**src/rtl/regfile_wb_arbiter.sv**
```systemverilog
// Purpose: round-robin share of the register-file write port between ALU and MEM writeback, plus pending-write scoreboard.
// Latency: request accepted in cycle N drives write_enable/addr/data during cycle N+1; busy updates at the same edge.
// Backpressure: ready is combinational from valid and last grant; at most one ready per cycle, loser waits at most one cycle.
module regfile_wb_arbiter #(
    parameter int DATA_WIDTH = 16,
    parameter int ADDR_WIDTH = 3,
    parameter int NUM_REGS   = 8
) (
    input  logic                  clk,
    input  logic                  nRESET,
    input  logic                  alu_valid,
    input  logic [ADDR_WIDTH-1:0] alu_addr,
    input  logic [DATA_WIDTH-1:0] alu_data,
    output logic                  alu_ready,
    input  logic                  mem_valid,
    input  logic [ADDR_WIDTH-1:0] mem_addr,
    input  logic [DATA_WIDTH-1:0] mem_data,
    output logic                  mem_ready,
    input  logic                  issue_valid,
    input  logic [ADDR_WIDTH-1:0] issue_addr,
    output logic [NUM_REGS-1:0]   busy,
    output logic                  write_enable,
    output logic [ADDR_WIDTH-1:0] write_addr,
    output logic [DATA_WIDTH-1:0] write_data
);

    typedef enum logic {
        GRANT_ALU = 1'b0,
        GRANT_MEM = 1'b1
    } grant_e;

    grant_e                last_grant;
    logic                  alu_xfer;
    logic                  mem_xfer;
    logic [NUM_REGS-1:0]   clr_mask;
    logic [NUM_REGS-1:0]   set_mask;

    // Grant: a lone requester always wins; on a tie the one not granted last time wins.
    always_comb begin
        alu_ready = alu_valid && (!mem_valid || (last_grant == GRANT_MEM));
        mem_ready = mem_valid && (!alu_valid || (last_grant == GRANT_ALU));
        alu_xfer  = alu_valid && alu_ready;
        mem_xfer  = mem_valid && mem_ready;
    end

    // Remember the most recent winner; reset to MEM so the first tie goes to ALU.
    always_ff @(posedge clk or negedge nRESET) begin
        if (!nRESET) begin
            last_grant <= GRANT_MEM;
        end else if (alu_xfer) begin
            last_grant <= GRANT_ALU;
        end else if (mem_xfer) begin
            last_grant <= GRANT_MEM;
        end
    end

    // Register the winner onto the write port; address/data hold when idle.
    always_ff @(posedge clk or negedge nRESET) begin
        if (!nRESET) begin
            write_enable <= 1'b0;
            write_addr   <= '0;
            write_data   <= '0;
        end else begin
            write_enable <= alu_xfer || mem_xfer;
            if (alu_xfer) begin
                write_addr <= alu_addr;
                write_data <= alu_data;
            end else if (mem_xfer) begin
                write_addr <= mem_addr;
                write_data <= mem_data;
            end
        end
    end

    // Scoreboard masks: a transfer retires its destination, an issue marks a new pending writer.
    always_comb begin
        clr_mask = '0;
        set_mask = '0;
        if (alu_xfer) begin
            clr_mask[alu_addr] = 1'b1;
        end
        if (mem_xfer) begin
            clr_mask[mem_addr] = 1'b1;
        end
        if (issue_valid) begin
            set_mask[issue_addr] = 1'b1;
        end
    end

    // Apply set after clear so a newer writer on the same register keeps it busy.
    always_ff @(posedge clk or negedge nRESET) begin
        if (!nRESET) begin
            busy <= '0;
        end else begin
            busy <= (busy & ~clr_mask) | set_mask;
        end
    end

endmodule

```
**config.mk**
```make
export PLATFORM = sky130hd
export DESIGN_NAME = regfile_wb_arbiter
export DESIGN_NICKNAME = d
export VERILOG_FILES = /design/src/rtl/regfile_wb_arbiter.sv
export SDC_FILE = /design/constraint.sdc
export NUM_CORES = 1
export LEC_CHECK = 0
export ABC_AREA = 1
export BUFFER_PORTS_ARGS = -buffer_cell sky130_fd_sc_hd__buf_2
export CORE_UTILIZATION = 45
export DETAILED_ROUTE_END_ITERATION = 8
export HOLD_SLACK_MARGIN = 0.02
export PLACE_DENSITY = 0.8
export SYNTH_ARGS = -nofsm -noshare
export SYNTH_HDL_FRONTEND = slang
export SYNTH_SLANG_ARGS = --single-unit
```
**constraint.sdc**
```tcl
create_clock -name clk -period 2.3 [get_ports clk]
set_input_delay 0 -clock clk [delete_from_list [all_inputs] [get_ports clk]]
set_output_delay 0 -clock clk [all_outputs]
set_load 0.01 [all_outputs]
```
==> results by group, run 1 <==
Status
  • Status: finished, final reports clean

Global routing
  • Initial antenna violation count: 0
  • All-layer global routing usage: 0.216
  • Vias in the first global route: 1575
  • Global-route wire length before repair: between 6000 and 7000 um
  • Largest net degree at the start of global routing: 30
  • GR Overflow Total: 0

Routing
  • DR vias: ~1800
  • Per-cell routed wire length: between 10 and 15 um
  • Number of DRC markers in iteration 0: a little under 80
  • Via-per-instance ratio: around 4.6
  • Post-route ant nets: 0
  • Drt drc: 0
  • Drt first pass iters: 4
  • Final wirelength: about 4100 um

Cells and area
  • Most common cell after layout, fill and taps aside: nand2_1
  • Number of diodes: 0
  • Share of cells above drive strength 1: 0.301
  • Final net count: 381
  • Area grow syn2layout: 32.4%
  • Layout Cells excl Fill: between 300 and 400
  • Most frequent cells in the layout: 98 x nand2_1, 75 x buf_2, 45 x inv_1

Die
  • Num rows: 22
  • Die area: 0.00404 mm^2
  • # IOs: 76
  • Die Y: 63.6 um
  • Initial core utilization: 0.466
  • Core area: ~0.0037 mm^2
  • Die width: roughly 64 um

Clocking
  • Number of clock sinks: 29
  • CTS tree: built
  • Clock-pin slew on the worst setup and hold paths: roughly 0.060 ns
  • Clock buffer depth: 2
  • Postcts setup bufs: 0
  • # resized after CTS: 0
  • Worst-skew pair later-pin latency: between 0.2 and 0.3 ns
  • Root Buffer: clkbuf_8
  • CTS H-tree depth: 2
  • CTS buffer count: 5

STA
  • Final setup fails: 0
  • Minimum clock period: ~2.1 ns
  • Final setup skew: between 0.003 and 0.004 ns
  • Worst Hold Slack: just over 0.02 ns
  • Setup_tns: 0 ns
  • Relative slew slack: 0.563
  • RSZ-0062 raised after global routing: no
  • Final worst-path cycle share: 0.918
  • Hold Fails Final Rpt: 0
  • Fin. max-slew vios: 0
  • Worst-Margin Slew: ~0.65 ns
  • F_max: ~470 MHz

Job
  • Max Cap Viol: 0

Critical path
  • Worst R2R Start: last_grant
  • Reg-to-reg slack, setup: 0.19 ns
  • Data arrival, critical path: about 2.3 ns
  • FF-to-FF End: write_data[0]
  • Worst Path Required: about 2.5 ns
  • R2R depth: 6
  • CP max FO: 29
  • Setup CP Type: reg2reg
  • Startpoint Class: flop
  • Worst Setup End Kind: flop

Logic synthesis
  • Synth area leaders: dfrtp_1 41%, nand2_1 22%, inv_1 9.9%
  • Synth Area per Inst: slightly below 7 um^2
  • Syn Std Cell Area: 0.00171 mm^2
  • Post-synth cell types: 16
  • Post-synth top area cell: dfrtp_1
  • Synth Net Count: a little under 300
  • #FFs+latches synth: 29
  • YS warnings: 0
  • Post-synthesis sequential area ratio: 0.426
  • Area fraction of the dominant cell type after synthesis: 0.411
  • Synth Instances: 250

Worst hold path
  • Class of the worst hold path: in2reg
  • Hold depth: 5
  • Worst hold path endpoint: write_data[13]
  • Worst hold start: alu_data[13]

Pwr
  • Power Total: approximately 0.0015 W
  • P per Cell Area: 662 mW/mm^2
  • LEAKAGE: about 1.4 nW
  • Max rail drop VDD: between 400 and 500 uV

Placed design
  • GP Congestion: 0.810
  • DP HPWL: between 2000 and 3000 um
  • Placed cells: about 370
  • PortBufs: 75
-- report_power, final --
part	internal, W	total, W	switching [W]
clock	0.000209	0.000402	0.000193
sequential	0.000606	0.000656	0.0000506
combinational	0.000180	0.000439	0.000259
total	0.000995	0.00150	0.000502
-- cell type report --
class	instances	area [um^2]
fillers	342	1400
flip-flops and latches	29	727
multi-input cells	165	718
repair buffers	87	493
inverters	47	179
clock buffers	6	72.6
well taps	48	60.1
clock inverters	2	10.0
-- registers in the layout, indices dropped and copies added (netlist names) --
signal        cells
write_enable      1
write_data       16
busy              8
last_grant        1
write_addr        3
-- through the flow --
stage                     area [um^2]   util  worst slack [ns]
after detailed placement         2070  0.565             0.719
final                            2260  0.617             0.189
after CTS                        2260  0.617             0.198
after global placement           2070  0.565             0.781
after global routing             2260  0.617            0.0684
after floorplan                  1710      -              1.07
-- what timing repair did --
| item | CTS | global route |
|---|---|---|
| hold buffers | 11 | 0 |
| endpoints found under the setup margin | 0 | 0 |
| endpoints found under the hold margin | 38 | 0 |
-- kinds of logic after synthesis --
family,synth area share
DFF,0.426
buffers and inverters,0.153
and+or+nand+nor,0.416
AOI/OAI and AO/OA,0.00513
-- synth_stat cells --
library cell	n
buf_12	1
buf_6	2
inv_4	1
nor2_1	17
dfstp_2	1
nand2_1	98
inv_2	1
dfrtp_1	28
nand4_1	8
o21ai_2	1
buf_4	4
nand3_1	27
nand2_2	13
buf_2	2
nand2_4	1
inv_1	45
-- worst max path at each step --
stage,from,end,cells after the start,slack (ns)
final,last_grant,write_data[0],6,0.19
after global routing,last_grant,write_data[10],6,0.07
after CTS,last_grant,write_data[0],6,0.20
after detailed placement,last_grant,write_data[11],5,0.72
after global placement,last_grant,busy[5],5,0.78
after floorplan,last_grant,write_addr[2],7,1.07
-- per-layer routing --
metal / vias up / routed length, um / GRT usage
met5: - / 0 / 0
met4: 0 / 76 / 0.119
met3: 8 / 258 / 0.0507
met2: 64 / 1920 / 0.363
met1: 782 / 1800 / 0.250
li1: 914 / - / -
-- critical path, stage by stage (launching register included) --
cell and delay (ns):
dfstp_2 0.57, nand2_4 0.10, nand2_2 0.50, nand2_1 0.11
nand3_1 0.11, dlygate4sd3_1 0.56, nand2_1 0.05
(Power assumes the default switching activity.)
==> run 2, diff against run 1 <==
Settings changed: CTS_BUF_LIST set to sky130_fd_sc_hd__clkbuf_2 sky130_fd_sc_hd__clkbuf_4 sky130_fd_sc_hd__clkbuf_8.
==> results by group, run 2 (synthesis gave the netlist of run 1 again) <==
Routing
  • Via-per-instance ratio: 4.63 (+0.62%)
  • Drt drc: 0 (unchanged)
  • DR vias: 1779 (+0.62%)
  • Number of DRC markers in iteration 0: 92 (+16%)
  • Per-cell routed wire length: 10.6 um (+0.37%)
  • Drt first pass iters: 4 (unchanged)
  • Final wirelength: 4070 um (+0.37%)
  • Post-route ant nets: 0 (unchanged)

STA
  • Final setup skew: 0.00378 ns (-0.0000719 ns)
  • Worst setup margin: 0.178 ns (-0.0105 ns)
  • Fin. max-slew vios: 0 (unchanged)
  • Relative slew slack: 0.561 (-0.00259)
  • Worst Hold Slack: 0.0185 ns (-0.00167 ns)
  • Minimum clock period: 2.12 ns (+0.0105 ns)
  • Hold Fails Final Rpt: 0 (unchanged)
  • RSZ-0062 raised after global routing: no
  • Setup_tns: 0 ns (unchanged)
  • Worst-Margin Slew: 0.659 ns (+0.00389 ns)
  • Final worst-path cycle share: 0.923 (+0.00458)
  • Final setup fails: 0 (unchanged)
  • F_max: 471 MHz (-0.50%)

Placed design
  • GP Congestion: 0.810 (unchanged)
  • DP HPWL: 2810 um (unchanged)
  • Dpl ws: 0.719 ns (unchanged)
  • PortBufs: 75 (unchanged)
  • Placed inst area: 0.00207 mm^2 (unchanged)

Clocking
  • Number of clock sinks: 29 (unchanged)
  • # resized after CTS: 0 (unchanged)
  • Hold buffer count at cts: 11 (unchanged)
  • CTS tree: built
  • Clock buffer depth: 2 (unchanged)
  • Postcts setup bufs: 0 (unchanged)
  • Clock-pin slew on the worst setup and hold paths: 0.06 ns (about the same)
  • CTS buffer count: 5 (unchanged)
  • Worst-skew pair later-pin latency: 0.29 ns (about the same)
  • Root Buffer: clkbuf_8
  • CTS H-tree depth: 2 (unchanged)

Critical path
  • Worst Setup End Kind: flop
  • CP max FO: 29 (unchanged)
  • Crit path max-delay family: simple AND/OR/NAND/NOR gates
  • Slowest CP cell: dfstp_2
  • Buffers & Inverters on Critical Path: 1 (unchanged)
  • Data arrival, critical path: 2.30 ns (about the same)
  • Startpoint Class: flop
  • Most common cell on crit path: nand2_1
  • Worst R2R Start: last_grant
  • Setup CP Type: reg2reg
  • Worst Path Required: 2.48 ns (about the same)
  • Largest stage delay, worst path: 0.57 ns (about the same)
  • CP startpoint: last_grant
  • Crit-path cells: nand2_4 -> nand2_2 -> nand2_1 -> nand3_1 -> dlygate4sd3_1 -> nand2_1

Cells and area
  • Number of flip-flops under the largest register name: 16 (unchanged)
  • Most common cell after layout, fill and taps aside: nand2_1
  • Area grow syn2layout: 32.6%
  • Number of diodes: 0 (unchanged)
  • Share of cells above drive strength 1: 0.304 (+0.00298)
  • Fin area: 0.00226 mm^2 (+0.17%)
  • Top Registers: write_data: 16 flops, busy: 8 flops, write_addr: 3 flops
  • Most frequent cells in the layout: 98 x nand2_1, 75 x buf_2, 45 x inv_1
  • Reg with most FFs: write_data
  • Final net count: 381 (unchanged)

Pwr
  • LEAKAGE: 1.40 nW (+0.25%)
  • Max rail drop VDD: 433 uV (-0.38%)
  • Clk network pwr share: 0.274 (+0.006)
  • Pint: 0.00101 W (+1.2%)
  • P per Cell Area: 667 mW/mm^2 (+0.66%)
  • P_sw: 0.000502 W (+0.12%)
  • Flop pwr share: 0.435 (-0.003)
  • Logic pwr share: 0.291 (-0.002)
  • Switching power share of the total: 0.333 (-0.00235)

Die
  • Num rows: 22 (unchanged)
  • Die width: 63.6 um (unchanged)
  • Core area: 0.00366 mm^2 (unchanged)
  • # IOs: 76 (unchanged)
  • Die area: 0.00404 mm^2 (unchanged)
  • Initial core utilization: 0.466 (unchanged)
  • Die Y: 63.6 um (unchanged)

Worst hold path
  • Worst hold start: alu_data[13]
  • Class of the worst hold path: in2reg

Global routing
  • Initial antenna violation count: 0 (unchanged)
  • Met3 Usage GRT: 0.0507 (unchanged)
  • GR Overflow Total: 0 (unchanged)
  • All-layer global routing usage: 0.215 (-0.000384)
  • Global-route wire length before repair: 6670 um (unchanged)
  • GRT met1 Usage: 0.251 (+0.00114)
  • Largest net degree at the start of global routing: 30 (unchanged)
  • Met2 GRT Util: 0.360 (-0.00266)
  • Vias in the first global route: 1576 (+0.063%)
  • GR peak layer: met2

Status
  • Status: finished, final reports clean

Job
  • Max Cap Viol: 0 (unchanged)
-- run 2: final timing paths --
check / end / slack, ns / depth (start not counted)
max: write_data[0] / 0.18 / 6
min: write_data[13] / 0.02 / 5
max reg2reg: write_data[0] / 0.18 / 6
min reg2reg: write_addr[2] / 0.47 / 2
max in group asynchronous: busy[7] / 1.58 / 2
min in group asynchronous: write_data[2] / 0.29 / 2
-- run 2: layer usage --
metal	share of wire	routed length [um]	vias up
met4	0.021	84	0
li1	-	-	920
met5	0	0	-
met1	0.44	1800	796
met2	0.48	1940	55
met3	0.061	250	8
-- run 2: final cells by class --
class | count | area (um^2)
Clock inverter | 2 | 10.0
Clock buffer | 6 | 76.3
Sequential cell | 29 | 727
Tap cell | 48 | 60.1
Inverter | 47 | 179
Timing Repair Buffer | 87 | 493
Multi-Input combinational cell | 165 | 718
Fill cell | 341 | 1400
-- run 2: worst register-to-register path: stages, from the launching register on --
cell and delay, ns:
dfstp_2 0.57, nand2_4 0.10, nand2_2 0.50, nand2_1 0.11
nand3_1 0.11, dlygate4sd3_1 0.57, nand2_1 0.05
-- run 2: metrics by stage --
stage | utilization | total power, W | cells
3_5_place_dp | 0.565 | 0.00109 | 365
3_3_place_gp | 0.565 | 0.00107 | 365
6_report | 0.618 | 0.00151 | 384
5_1_grt | 0.618 | 0.00160 | 384
4_1_cts | 0.618 | 0.00152 | 384
2_1_floorplan | - | 0.000918 | 250
-- run 2: power by group through the flow --
stage                     Combinational [W]  Clock [W]  Sequential [W]
after detailed placement           0.000425          0        0.000663
after global routing               0.000491   0.000448        0.000666
after CTS                          0.000443   0.000423        0.000655
after floorplan                    0.000210          0        0.000708
after global placement             0.000409          0        0.000664
final                              0.000439   0.000413        0.000656
